==> config.mk <==
export PLATFORM = sky130hd
export DESIGN_NAME = regfile_op_sequencer_flat
export DESIGN_NICKNAME = d
export VERILOG_FILES = /design/src/rtl/regfile_seq_pkg.sv /design/src/rtl/regfile_op_sequencer_if.sv /design/src/rtl/regfile_seq_alu.sv /design/src/rtl/regfile_op_sequencer.sv /design/src/flat_wrapper.sv
export SDC_FILE = /design/constraint.sdc
export NUM_CORES = 1
export LEC_CHECK = 0
export ABC_AREA = 1
export CAP_MARGIN = 20
export CELL_PAD_IN_SITES_DETAIL_PLACEMENT = 0
export CELL_PAD_IN_SITES_GLOBAL_PLACEMENT = 1
export CORE_ASPECT_RATIO = 0.7
export CORE_MARGIN = 1.5
export CORE_UTILIZATION = 37
export CTS_CLUSTER_SIZE = 16
export DETAILED_ROUTE_END_ITERATION = 10
export GPL_TIMING_DRIVEN = 0
export PLACE_DENSITY = 0.74
export SLEW_MARGIN = 25
export SYNTH_ARGS = -nofsm -noshare
export SYNTH_HDL_FRONTEND = slang
export SYNTH_HIERARCHICAL = 1
export SYNTH_SLANG_ARGS = --single-unit
==> constraint.sdc <==
create_clock -name clk -period 2 [get_ports clk]
set_input_delay 0.5 -clock clk [delete_from_list [all_inputs] [get_ports clk]]
set_output_delay 0.5 -clock clk [all_outputs]
set_load 0.03 [all_outputs]
==> src/rtl/regfile_seq_pkg.sv <==
// Shared opcodes, FSM encoding and default widths for the register-file op sequencer.
// REGFILE_SEQ_MUL_EN adds MUL (op 10) to the set of writing opcodes.
package regfile_seq_pkg;

  localparam int DEF_DATA_W = 16;
  localparam int DEF_ADDR_W = 4;
  localparam int OP_W       = 4;
  localparam int IMM_W      = 8;

  localparam logic [OP_W-1:0] OP_ADD  = 4'd0;
  localparam logic [OP_W-1:0] OP_SUB  = 4'd1;
  localparam logic [OP_W-1:0] OP_AND  = 4'd2;
  localparam logic [OP_W-1:0] OP_OR   = 4'd3;
  localparam logic [OP_W-1:0] OP_XOR  = 4'd4;
  localparam logic [OP_W-1:0] OP_NOT  = 4'd5;
  localparam logic [OP_W-1:0] OP_SHL1 = 4'd6;
  localparam logic [OP_W-1:0] OP_SHR1 = 4'd7;
  localparam logic [OP_W-1:0] OP_LDI  = 4'd8;
  localparam logic [OP_W-1:0] OP_MOV  = 4'd9;
  localparam logic [OP_W-1:0] OP_MUL  = 4'd10;
  localparam logic [OP_W-1:0] OP_NOP  = 4'd15;

  typedef enum logic [1:0] {
    ST_IDLE  = 2'd0,
    ST_READ  = 2'd1,
    ST_EXEC  = 2'd2,
    ST_WRITE = 2'd3
  } state_t;

  // Only writing opcodes touch the register file and the flags.
  function automatic logic op_writes(input logic [OP_W-1:0] op);
    logic w;
    w = 1'b0;
    case (op)
      OP_ADD, OP_SUB, OP_AND, OP_OR, OP_XOR,
      OP_NOT, OP_SHL1, OP_SHR1, OP_LDI, OP_MOV: w = 1'b1;
`ifdef REGFILE_SEQ_MUL_EN
      OP_MUL: w = 1'b1;
`endif
      default: w = 1'b0;
    endcase
    return w;
  endfunction

endpackage

==> src/rtl/regfile_op_sequencer_if.sv <==
// Instruction handshake plus register-file address/data bus of the op sequencer.
// master = instruction source and register file side, slave = sequencer.
interface regfile_op_sequencer_if
  import regfile_seq_pkg::*;
#(
  parameter int DATA_W = DEF_DATA_W,
  parameter int ADDR_W = DEF_ADDR_W
);
  logic              instr_valid;
  logic              instr_ready;
  logic [OP_W-1:0]   instr_op;
  logic [ADDR_W-1:0] instr_rd;
  logic [ADDR_W-1:0] instr_rs1;
  logic [ADDR_W-1:0] instr_rs2;
  logic [IMM_W-1:0]  instr_imm;
  logic [ADDR_W-1:0] rf_read_addr1;
  logic [ADDR_W-1:0] rf_read_addr2;
  logic [DATA_W-1:0] rf_read_port1;
  logic [DATA_W-1:0] rf_read_port2;
  logic [ADDR_W-1:0] rf_write_addr;
  logic [DATA_W-1:0] rf_data_in;
  logic              rf_write_en;
  logic              done;
  logic              flag_zero;
  logic              flag_carry;

  modport slave (
    input  instr_valid, instr_op, instr_rd, instr_rs1, instr_rs2, instr_imm,
    input  rf_read_port1, rf_read_port2,
    output instr_ready, rf_read_addr1, rf_read_addr2,
    output rf_write_addr, rf_data_in, rf_write_en, done, flag_zero, flag_carry
  );

  modport master (
    output instr_valid, instr_op, instr_rd, instr_rs1, instr_rs2, instr_imm,
    output rf_read_port1, rf_read_port2,
    input  instr_ready, rf_read_addr1, rf_read_addr2,
    input  rf_write_addr, rf_data_in, rf_write_en, done, flag_zero, flag_carry
  );
endinterface

==> src/rtl/regfile_seq_alu.sv <==
// Combinational ALU: (op, A, B, imm) -> result, carry/borrow and write-enable; zero latency.
// REGFILE_SEQ_MUL_EN builds the multiplier for op 10; otherwise op 10 falls through as illegal.
module regfile_seq_alu
  import regfile_seq_pkg::*;
#(
  parameter int DATA_W = DEF_DATA_W
) (
  input  logic [OP_W-1:0]   op,
  input  logic [DATA_W-1:0] a,
  input  logic [DATA_W-1:0] b,
  input  logic [IMM_W-1:0]  imm,
  output logic [DATA_W-1:0] result,
  output logic              carry,
  output logic              writes
);

  logic [DATA_W:0] sum;
  logic [DATA_W:0] diff;
`ifdef REGFILE_SEQ_MUL_EN
  logic [2*DATA_W-1:0] prod;
`endif

  // Bit DATA_W of the widened difference is the borrow out.
  assign sum  = {1'b0, a} + {1'b0, b};
  assign diff = {1'b0, a} - {1'b0, b};
`ifdef REGFILE_SEQ_MUL_EN
  assign prod = {{DATA_W{1'b0}}, a} * {{DATA_W{1'b0}}, b};
`endif

  assign writes = op_writes(op);

  always_comb begin
    result = '0;
    carry  = 1'b0;
    case (op)
      OP_ADD: begin
        result = sum[DATA_W-1:0];
        carry  = sum[DATA_W];
      end
      OP_SUB: begin
        result = diff[DATA_W-1:0];
        carry  = diff[DATA_W];
      end
      OP_AND:  result = a & b;
      OP_OR:   result = a | b;
      OP_XOR:  result = a ^ b;
      OP_NOT:  result = ~a;
      OP_SHL1: result = {a[DATA_W-2:0], 1'b0};
      OP_SHR1: result = {1'b0, a[DATA_W-1:1]};
      OP_LDI:  result = {{(DATA_W-IMM_W){1'b0}}, imm};
      OP_MOV:  result = a;
`ifdef REGFILE_SEQ_MUL_EN
      OP_MUL: begin
        result = prod[DATA_W-1:0];
        carry  = |prod[2*DATA_W-1:DATA_W];
      end
`endif
      default: begin
        result = '0;
        carry  = 1'b0;
      end
    endcase
  end

endmodule

==> src/rtl/regfile_op_sequencer.sv <==
// Issue/execute controller around a 2R1W register file: IDLE->READ->EXEC->WRITE, write at accept+3 edges.
// Ready only in IDLE, so one instruction per 4 cycles; REGFILE_SEQ_MUL_EN enables the MUL opcode.
module regfile_op_sequencer
  import regfile_seq_pkg::*;
#(
  parameter int DATA_W = DEF_DATA_W,
  parameter int ADDR_W = DEF_ADDR_W
) (
  input  logic                    clk,
  input  logic                    rst_n,
  regfile_op_sequencer_if.slave   bus
);

  state_t            state_q, state_d;
  logic [OP_W-1:0]   op_q;
  logic [ADDR_W-1:0] rd_q, rs1_q, rs2_q;
  logic [IMM_W-1:0]  imm_q;
  logic [DATA_W-1:0] opa_q, opb_q, result_q;
  logic              writes_q;
  logic              flag_zero_q, flag_carry_q;

  logic              ready;
  logic              write_en;
  logic              done;
  logic              accept;

  logic [DATA_W-1:0] alu_result;
  logic              alu_carry;
  logic              alu_writes;

  regfile_seq_alu #(.DATA_W(DATA_W)) u_alu (
    .op     (op_q),
    .a      (opa_q),
    .b      (opb_q),
    .imm    (imm_q),
    .result (alu_result),
    .carry  (alu_carry),
    .writes (alu_writes)
  );

  assign accept = bus.instr_valid && ready;

  always_ff @(posedge clk or negedge rst_n) begin
    if (!rst_n) state_q <= ST_IDLE;
    else        state_q <= state_d;
  end

  // Write enable is decoded from the state register so reset drops it immediately.
  always_comb begin
    state_d  = state_q;
    ready    = 1'b0;
    write_en = 1'b0;
    done     = 1'b0;
    case (state_q)
      ST_IDLE: begin
        ready = 1'b1;
        if (bus.instr_valid) state_d = ST_READ;
      end
      ST_READ:  state_d = ST_EXEC;
      ST_EXEC:  state_d = ST_WRITE;
      ST_WRITE: begin
        write_en = writes_q;
        done     = 1'b1;
        state_d  = ST_IDLE;
      end
      default:  state_d = ST_IDLE;
    endcase
  end

  always_ff @(posedge clk or negedge rst_n) begin
    if (!rst_n) begin
      op_q         <= '0;
      rd_q         <= '0;
      rs1_q        <= '0;
      rs2_q        <= '0;
      imm_q        <= '0;
      opa_q        <= '0;
      opb_q        <= '0;
      result_q     <= '0;
      writes_q     <= 1'b0;
      flag_zero_q  <= 1'b0;
      flag_carry_q <= 1'b0;
    end else begin
      if (accept) begin
        op_q  <= bus.instr_op;
        rd_q  <= bus.instr_rd;
        rs1_q <= bus.instr_rs1;
        rs2_q <= bus.instr_rs2;
        imm_q <= bus.instr_imm;
      end
      // Operands are sampled before the write, so rd may alias rs1/rs2.
      if (state_q == ST_READ) begin
        opa_q <= bus.rf_read_port1;
        opb_q <= bus.rf_read_port2;
      end
      if (state_q == ST_EXEC) begin
        writes_q <= alu_writes;
        if (alu_writes) begin
          result_q     <= alu_result;
          flag_zero_q  <= (alu_result == '0);
          flag_carry_q <= alu_carry;
        end
      end
    end
  end

  assign bus.instr_ready   = ready;
  assign bus.rf_read_addr1 = rs1_q;
  assign bus.rf_read_addr2 = rs2_q;
  assign bus.rf_write_addr = rd_q;
  assign bus.rf_data_in    = result_q;
  assign bus.rf_write_en   = write_en;
  assign bus.done          = done;
  assign bus.flag_zero     = flag_zero_q;
  assign bus.flag_carry    = flag_carry_q;

endmodule

==> src/flat_wrapper.sv <==
// flat-port wrapper written by rule: the top's interface ports become plain ports
module regfile_op_sequencer_flat import regfile_seq_pkg::*;
#(
  parameter int DATA_W = DEF_DATA_W,
  parameter int ADDR_W = DEF_ADDR_W
)
  (clk, rst_n, bus_instr_valid, bus_instr_op, bus_instr_rd, bus_instr_rs1, bus_instr_rs2, bus_instr_imm, bus_rf_read_port1, bus_rf_read_port2, bus_instr_ready, bus_rf_read_addr1, bus_rf_read_addr2, bus_rf_write_addr, bus_rf_data_in, bus_rf_write_en, bus_done, bus_flag_zero, bus_flag_carry);
  regfile_op_sequencer_if #(.DATA_W(DATA_W), .ADDR_W(ADDR_W)) bus_i ();
  input  logic clk;
  input  logic rst_n;
  input wire logic [$bits(bus_i.instr_valid)-1:0] bus_instr_valid;
  input wire logic [$bits(bus_i.instr_op)-1:0] bus_instr_op;
  input wire logic [$bits(bus_i.instr_rd)-1:0] bus_instr_rd;
  input wire logic [$bits(bus_i.instr_rs1)-1:0] bus_instr_rs1;
  input wire logic [$bits(bus_i.instr_rs2)-1:0] bus_instr_rs2;
  input wire logic [$bits(bus_i.instr_imm)-1:0] bus_instr_imm;
  input wire logic [$bits(bus_i.rf_read_port1)-1:0] bus_rf_read_port1;
  input wire logic [$bits(bus_i.rf_read_port2)-1:0] bus_rf_read_port2;
  output wire logic [$bits(bus_i.instr_ready)-1:0] bus_instr_ready;
  output wire logic [$bits(bus_i.rf_read_addr1)-1:0] bus_rf_read_addr1;
  output wire logic [$bits(bus_i.rf_read_addr2)-1:0] bus_rf_read_addr2;
  output wire logic [$bits(bus_i.rf_write_addr)-1:0] bus_rf_write_addr;
  output wire logic [$bits(bus_i.rf_data_in)-1:0] bus_rf_data_in;
  output wire logic [$bits(bus_i.rf_write_en)-1:0] bus_rf_write_en;
  output wire logic [$bits(bus_i.done)-1:0] bus_done;
  output wire logic [$bits(bus_i.flag_zero)-1:0] bus_flag_zero;
  output wire logic [$bits(bus_i.flag_carry)-1:0] bus_flag_carry;
  assign bus_i.instr_valid = bus_instr_valid;
  assign bus_i.instr_op = bus_instr_op;
  assign bus_i.instr_rd = bus_instr_rd;
  assign bus_i.instr_rs1 = bus_instr_rs1;
  assign bus_i.instr_rs2 = bus_instr_rs2;
  assign bus_i.instr_imm = bus_instr_imm;
  assign bus_i.rf_read_port1 = bus_rf_read_port1;
  assign bus_i.rf_read_port2 = bus_rf_read_port2;
  assign bus_instr_ready = bus_i.instr_ready;
  assign bus_rf_read_addr1 = bus_i.rf_read_addr1;
  assign bus_rf_read_addr2 = bus_i.rf_read_addr2;
  assign bus_rf_write_addr = bus_i.rf_write_addr;
  assign bus_rf_data_in = bus_i.rf_data_in;
  assign bus_rf_write_en = bus_i.rf_write_en;
  assign bus_done = bus_i.done;
  assign bus_flag_zero = bus_i.flag_zero;
  assign bus_flag_carry = bus_i.flag_carry;
  regfile_op_sequencer #(.DATA_W(DATA_W), .ADDR_W(ADDR_W)) u_core (.clk(clk), .rst_n(rst_n), .bus(bus_i));
endmodule
==> run summary, run 1 <==
Crit Path Max Fanout = 4
GR Util met1 = 34.4%
Layout cell share with drive strength beyond 1 = 37.4%
Port bufs = 91
Failing checks = setup timing
DRT antenna net count = 0
Pre-CTS setup slack = -598 ps
CP arrival = 2480 ps
Gr usage total = 23.9%
Vias per cell = 5.15
Critical path class = reg -> reg
Hold-fix buffers, CTS = 0
Clk Latency, worst-skew pair = 350 ps
Synthesized Nets = 930
Maxcap violations = 0
Clk Tree Root Cell = clkbuf_16
Final wirelength = 21,000 µm
Post-Route Setup TNS = -935 ps
Max-slew headroom = 71.3%
Clk buf depth = 2
Core area = 16,500 µm²
Final hold vios = 0
TritonCTS clock tree = done
Synth unique cells = 34
Die X-Extent = 159 µm
R2r setup slk = -240 ps
Synth async-reset ratio = 100%
Die area = 17,800 µm²
Initial drt markers = 422
I/O pin cnt = 92
Mapped Cells = 813
Commonest non-fill, non-tap cell in the layout = nand2_1
Global-route wire length before repair = 33,200 µm
Routability Congestion = 0.901
Worst Max-Slew Pin Slew = 430 ps
Setup ws final = -239 ps
Post-Synthesis Cell Area = 6300 µm²
Mean Syn Cell Area = 7.75 µm²
Crit share post-route = 112%
Initial DRT Pass Iterations = 7
CTS clock-pin slew for the worst setup and hold paths = 70 ps
Die H = 112 µm
Antenna diodes = 0
Seq cells post-synth = 77
Grt ovf = 0
Clock sinks = 77
Final slew viol count = 0
Initial antenna violation count = 0
H-tree levels = 3
Met2 track demand over resource = 35.4%
TritonCTS Buffers = 9
Area Growth Syn to Fin = 43.4%
Largest net degree at the start of global routing = 53
DR DRC count = 0
Worst Hold Class = in -> async
Crit path capture type = flop
Most frequent cells in the layout = 156 x nand2_1, 87 x clkdlybuf4s50_1, 76 x inv_1
Req. time, crit path = 2240 ps
Tmin final = 2240 ps
Post-DP HPWL = 15,600 µm
RSZ-0062 raised after global routing = yes
Nets = 1,086
Primary FF master, synth = dfrtp_1
Number of synthesized flops with an enable pin = 0
Setup Skew = 14.5 ps
Vias in the first global route = 6,129
Fmax = 447 MHz
# rows = 39
Warnings, synthesis = 6
Wirelength per Cell = 17.5 µm
Endpoints failing setup = 11
Startpoint types = flop
Grt met3 use = 5.25%
Initial Util = 38.2%
WHS = 86.8 ps
Status = finished with violations
Worst R2R Path Depth = 14
Post-synthesis sequential area ratio = 30.6%
Final core utilization = 54.8%
Most used routing layer = met2
Vias = 6,177
[synth_stat cells (3+ instances only)]
| master | n | area, µm² |
|---|---|---|
| nor2_1 | 55 | 206 |
| nand4_1 | 8 | 50.1 |
| o22ai_1 | 15 | 93.8 |
| a21oi_1 | 29 | 145 |
| o221ai_1 | 5 | 43.8 |
| nor2_4 | 5 | 56.3 |
| mux2_2 | 59 | 664 |
| nand2_2 | 4 | 25.0 |
| dfrtp_1 | 77 | 1930 |
| ha_1 | 56 | 701 |
| buf_6 | 11 | 124 |
| nand2_1 | 200 | 751 |
| inv_2 | 8 | 30.0 |
| buf_2 | 10 | 50.1 |
| nand2_4 | 5 | 56.3 |
| o211ai_1 | 4 | 30.0 |
| o21bai_1 | 3 | 22.5 |
| nor3_1 | 8 | 40.0 |
| nand3_1 | 74 | 370 |
| o21ai_0 | 28 | 140 |
| mux2_4 | 6 | 90.1 |
| inv_1 | 118 | 443 |
| o2111ai_1 | 9 | 78.8 |
[what timing repair did]
| action | in CTS | in global routing |
|---|---|---|
| gates cloned | 1 | 0 |
| gates resized for setup | 177 | 72 |
| buffers inserted | 42 | 12 |
| pin swaps | 40 | 25 |
| setup endpoints to repair | 20 | 19 |
[stage by stage]
stage	instance area, µm²	cells
2_1_floorplan	6300	813
3_3_place_gp	7500	1129
3_5_place_dp	7520	1130
4_1_cts	8730	1189
5_1_grt	9030	1199
6_report	9030	1199
[area by class of cell]
cell class	instances	area [µm²]
plain buffers	23	248
clock buffers	9	225
clock inverters	7	73.8
fillers	1648	7460
multi-input cells	586	4440
repair buffers	146	1340
flip-flops and latches	77	1940
inverters	126	495
well taps	225	282
[metal layers]
| metal | vias to the layer above | wire (µm) |
|---|---|---|
| li1 | 2989 | - |
| met1 | 2936 | 10200 |
| met2 | 222 | 8890 |
| met3 | 30 | 1410 |
| met4 | 0 | 461 |
| met5 | - | 0 |
[cells by family after synthesis]
group	synth area share, %
and+or+nand+nor	25.0
buffers and inverters	10.6
AOI/OAI and AO/OA	9.73
DFF	30.6
muxes	12.3
adders and majority gates	11.8
[sequential cells by signal, indices dropped and copies added, names as in the netlist, 2 cells and up]
register	flops
u_core/bus.rf_data_in	16
u_core/opa_q	16
u_core/opb_q	16
u_core/imm_q	8
u_core/bus.rf_read_addr1	4
u_core/bus.rf_read_addr2	4
u_core/bus.rf_write_addr	4
u_core/op_q	4
u_core/state_q	2
[worst max-delay path, cell delays in order, from the launching register on]
cell and delay [ps]:
dfrtp_2 440, inv_2 90, ha_4 140, inv_4 30, fa_2 390, nand2_2 100, nand3_4 110, a21oi_1 280
o21ai_4 110, o2111ai_4 100, nor2_1 60, nand2_1 110, nor2_1 60, nand3_1 60, nand2_1 40
[worst paths after layout]
check / from / end
setup / recovery: u_core/opa_q[0]$_DFFE_PN0N_ / u_core/bus.flag_zero$_DFFE_PN0P_
min in group clk: u_core/bus.rf_data_in[2]$_DFFE_PN0P_ / u_core/bus.rf_data_in[2]$_DFFE_PN0P_
hold / removal: rst_n / u_core/opa_q[4]$_DFFE_PN0N_
hold reg to reg: u_core/bus.rf_data_in[2]$_DFFE_PN0P_ / u_core/bus.rf_data_in[2]$_DFFE_PN0P_
setup reg to reg: u_core/opa_q[0]$_DFFE_PN0N_ / u_core/bus.flag_zero$_DFFE_PN0P_
max in group asynchronous: rst_n / u_core/opa_q[0]$_DFFE_PN0N_
Power of run 1 is left out: the tool's default activity adds up to more than one toggle a clock period on the data nets, which glitch-free logic cannot reach.
==> run 2, diff against run 1 <==
CORE_UTILIZATION = 44   (was 37)
PLACE_DENSITY = unset   (was 0.74)
PLACE_DENSITY_LB_ADDON = 0.1   (was unset)
clock period = 2.9 ns   (was 2 ns; I/O delays follow)
==> run summary, run 2 (synthesized netlist as in run 1, its figures left out) <==
Die X-Extent = 146 µm
# rows = 36
Maxcap violations = 0
Placed cells = 1,095
Layout cell share with drive strength beyond 1 = 14.9%
DRT antenna net count = 0
Hold-fix buffers, CTS = 0
Die H = 103 µm
Final core utilization = 55.8%
Layout Cells excl Fill = 1,111
Status = completed
Clk Latency, worst-skew pair = 350 ps
Initial antenna violation count = 0
RSZ-0062 raised after global routing = no
H-tree levels = 3
Endpoints failing setup = 0
Gr usage total = 27.5%
Setup Skew = 10.8 ps
Antenna diodes = 0
Wirelength per Cell = 18.3 µm
Crit Path Max Fanout = 7
Nets = 1,033
Die area = 15,100 µm²
DR DRC count = 0
CP arrival = 2950 ps
Post-DP HPWL = 16,100 µm
Final hold vios = 0
Worst R2R Path Depth = 15
Startpoint types = flop
I/O pin cnt = 92
Tmin final = 2670 ps
Crit share post-route = 92.2%
Initial drt markers = 429
Initial DRT Pass Iterations = 5
Req. time, crit path = 3180 ps
Vias = 6,013
Area Growth Syn to Fin = 23.6%
Clock sinks = 77
TritonCTS Buffers = 9
Vias per cell = 5.41
Crit path capture type = flop
Fmax = 374 MHz
Worst Hold Class = in -> async
Clk Tree Root Cell = clkbuf_16
R2R Path End = u_core/bus.flag_zero$_DFFE_PN0P_
Most frequent cells in the layout = 200 x nand2_1, 118 x inv_1, 90 x clkdlybuf4s50_1
Port bufs = 91
Largest net degree at the start of global routing = 56
Commonest non-fill, non-tap cell in the layout = nand2_1
Max-slew headroom = 72.1%
R2r setup slk = 230 ps
Final wirelength = 20,300 µm
CTS clock-pin slew for the worst setup and hold paths = 70 ps
Global-route wire length before repair = 31,100 µm
Worst Setup SP = u_core/opa_q[5]$_DFFE_PN0N_
Grt ovf = 0
Critical path class = reg -> reg
Final slew viol count = 0
Routability Congestion = 0.884
R2r startpoint = u_core/opa_q[5]$_DFFE_PN0N_
End point of the critical path = u_core/bus.flag_zero$_DFFE_PN0P_
Core area = 14,000 µm²
Initial Util = 45.1%
TritonCTS clock tree = done
Worst Max-Slew Pin Slew = 417 ps
WHS = 291 ps
Vias in the first global route = 5,842
Clk buf depth = 2
run 2: changes by cell type in the layout (fill, tap and decap cells not counted), moves of 8 or more:
cell,previous run,this run
a21oi_1,15,29
nand2_2,42,4
buf_4,55,3
nor2_1,41,55
ha_4,14,0
inv_1,76,118
nand3_2,23,0
nand2_1,156,200
nor2_4,13,5
ha_1,41,55
nand3_1,46,74
inv_2,42,8
buf_6,19,11
a21oi_2,10,0
run 2: area by class of cell:
| class | count | area, µm² |
|---|---|---|
| buffer | 24 | 194 |
| timing repair buffer | 92 | 936 |
| multi-input combinational | 586 | 3710 |
| fill | 1322 | 6180 |
| inverter | 126 | 473 |
| tap | 190 | 238 |
| sequential | 77 | 1930 |
| clock inverter | 7 | 81.3 |
| clock buffer | 9 | 225 |
run 2: critical path, cell delays in order (launching register included):
cell     delay (ps)
dfrtp_1         490
inv_1           120
ha_1            410
nor2_1          310
nand3_1         130
nand3_1         240
nand2_1         110
nand3_1         160
nand2_1          70
nand3_1          60
nand3_1          90
nor2_1          110
nand2_1          60
nor2_1          100
nand3_1          70
nand2_1          70
run 2: what timing repair did:
item	CTS	global route
endpoints found under the setup margin	0	1
hold endpoints to repair	0	0
resized for setup	0	5
buffers inserted	0	0
run 2: metal layers:
metal  global-route usage, %  vias up  part of all wire, %
met5                       0        -                    0
li1                        -     2857                    -
met1                    37.4     2877                   47
met3                    4.56       40                  5.5
met4                    11.8        0                  3.2
met2                    43.9      239                   44
run 2: worst min-delay path by stage:
stage | start | endpoint | slack, ps
after floorplan | rst_n | u_core/bus.flag_carry$_DFFE_PN0P_ | 430
after global placement | u_core/bus.flag_zero$_DFFE_PN0P_ | u_core/bus.flag_zero$_DFFE_PN0P_ | 470
after detailed placement | u_core/bus.rf_data_in[9]$_DFFE_PN0P_ | u_core/bus.rf_data_in[9]$_DFFE_PN0P_ | 480
after CTS | rst_n | u_core/opb_q[4]$_DFFE_PN0N_ | 290
after global routing | rst_n | u_core/opa_q[15]$_DFFE_PN0N_ | 300
final | rst_n | u_core/opb_q[4]$_DFFE_PN0N_ | 290
run 2: metrics by stage:
| stage | TNS (ps) | setup WS [ps] | instance area (µm²) |
|---|---|---|---|
| after floorplan | 0 | 878 | 6300 |
| after global placement | -129220 | -1690 | 7450 |
| after detailed placement | 0 | 272 | 7470 |
| after CTS | 0 | 255 | 7780 |
| after global routing | 0 | 6.93 | 7790 |
| final | 0 | 226 | 7790 |
Power of run 2 is left out for the same reason.
==> run 3, diff against run 2 <==
PLACE_DENSITY_LB_ADDON = 0.2   (was 0.1)
==> run summary, run 3 (synthesized netlist as in run 1, its figures left out) <==
Layout Cells excl Fill = 1,111
Req. time, crit path = 3120 ps
Grt ovf = 0
Die X-Extent = 146 µm
Clk buf depth = 2
Fmax = 388 MHz
Status = completed
TritonCTS Buffers = 9
Gr usage total = 26.1%
Setup Skew = 9.92 ps
Most frequent cells in the layout = 200 x nand2_1, 118 x inv_1, 90 x clkdlybuf4s50_1
Vias in the first global route = 5,663
Multi-input logic area = 3710 µm²
Grt met3 use = 4.12%
Startpoint types = flop
Clk Latency, worst-skew pair = 330 ps
CP peak stage delay = 450 ps
Final hold vios = 0
Register area = 1930 µm²
Wirelength per Cell = 17.4 µm
Clk Tree Root Cell = clkbuf_16
DRT antenna net count = 0
R2r setup slk = 320 ps
Max-slew headroom = 71.8%
Commonest non-fill, non-tap cell in the layout = nand2_1
Crit path capture type = flop
R2r startpoint = u_core/opa_q[5]$_DFFE_PN0N_
Worst Hold Class = in -> async
Crit Path Max Fanout = 7
Core area = 14,000 µm²
Most used routing layer = met2
TritonCTS clock tree = done
Tmin final = 2580 ps
Nets = 1,033
Initial Util = 45.1%
Initial drt markers = 470
Vias = 5,947
Crit share post-route = 88.9%
Clock sinks = 77
Initial antenna violation count = 0
Post-DP HPWL = 15,500 µm
GR Util met1 = 35.6%
WHS = 305 ps
CP bufs+invs = 2
# rows = 36
Met2 track demand over resource = 43.6%
Worst R2R Path Depth = 15
Worst Max-Slew Pin Slew = 422 ps
R2R Path End = u_core/bus.flag_zero$_DFFE_PN0P_
Die area = 15,100 µm²
Global-route wire length before repair = 30,200 µm
CP arrival = 2800 ps
Crit-path most repeated cell = nand3_1
Maxcap violations = 0
Layout cell share with drive strength beyond 1 = 14.5%
Vias per cell = 5.35
CTS clock-pin slew for the worst setup and hold paths = 70 ps
Critical-path cell list = inv_1, ha_1, inv_1, a21oi_1, nand3_1, nand2_1, nand3_1, nand2_1, nand3_1, nand3_1, nor2_1, nand2_1, nor2_1, nand3_1, nand2_1
RSZ-0062 raised after global routing = no
Die H = 103 µm
Hold-fix buffers, CTS = 0
Fillers = 1,303
DR DRC count = 0
Critical path class = reg -> reg
Final slew viol count = 0
Initial DRT Pass Iterations = 5
Routability Congestion = 0.928
Area Growth Syn to Fin = 24.0%
I/O pin cnt = 92
Final wirelength = 19,400 µm
Endpoints failing setup = 0
Top Family by Delay on Critical Path = simple AND/OR/NAND/NOR gates
Largest net degree at the start of global routing = 57
Antenna diodes = 0
Placed cells = 1,095
H-tree levels = 3
Port bufs = 91
Slowest CP cell = dfrtp_2
run 3: cell count changes in the layout (fill, tap and decap cells not counted):
cell	before	now
bufinv_16	1	2
clkbuf_8	0	1
dfrtp_1	73	76
inv_8	1	0
nor2_1	55	54
nor2_2	0	1
clkinvlp_4	0	1
clkinv_4	2	1
ha_1	55	56
clkinv_2	1	0
dfrtp_2	4	1
ha_2	1	0
run 3: timing repair:
action,in CTS,in global routing
buffers inserted,0,0
gates resized for setup,0,2
endpoints found under the setup margin,0,1
run 3: routing by layer:
metal / vias up / share of wire, % / wire (µm)
li1: 2873 / - / -
met1: 2815 / 45 / 8780
met2: 233 / 45 / 8780
met3: 26 / 7.4 / 1430
met4: 0 / 1.9 / 366
met5: - / 0 / 0
run 3: how the worst max path moves through the flow:
| stage | from | end | slack [ps] | cells after the start |
|---|---|---|---|---|
| final | u_core/opa_q[5]$_DFFE_PN0N_ | u_core/bus.flag_zero$_DFFE_PN0P_ | 320 | 15 |
| after global routing | u_core/opa_q[10]$_DFFE_PN0N_ | u_core/bus.flag_zero$_DFFE_PN0P_ | 20 | 17 |
| after CTS | u_core/opa_q[5]$_DFFE_PN0N_ | u_core/bus.flag_zero$_DFFE_PN0P_ | 250 | 15 |
| after detailed placement | u_core/opa_q[5]$_DFFE_PN0N_ | u_core/bus.flag_zero$_DFFE_PN0P_ | 250 | 15 |
| after global placement | rst_n | u_core/opa_q[1]$_DFFE_PN0N_ | -1600 | 1 |
| after floorplan | u_core/opa_q[10]$_DFFE_PN0N_ | u_core/bus.flag_zero$_DFFE_PN0P_ | 880 | 16 |
run 3: area by class of cell:
| cell class | count | share of cell area, % |
|---|---|---|
| buffer | 24 | 2.48 |
| clock inverter | 6 | 1.20 |
| inverter | 126 | 6.06 |
| tap | 190 | 3.04 |
| multi-input combinational | 586 | 47.5 |
| timing repair buffer | 92 | 12.0 |
| clock buffer | 10 | 3.06 |
| sequential | 77 | 24.7 |
run 3: per-stage QoR:
| step | setup WS (ps) | utilization, % | area [µm²] | setup TNS (ps) |
|---|---|---|---|---|
| after floorplan | 878 | - | 6300 | 0 |
| after global placement | -1600 | 53.3 | 7450 | -121850 |
| after detailed placement | 248 | 53.5 | 7470 | 0 |
| after CTS | 252 | 55.9 | 7810 | 0 |
| after global routing | 23.5 | 55.9 | 7810 | 0 |
| final | 321 | 55.9 | 7810 | 0 |
Power of run 3 is left out for the same reason.
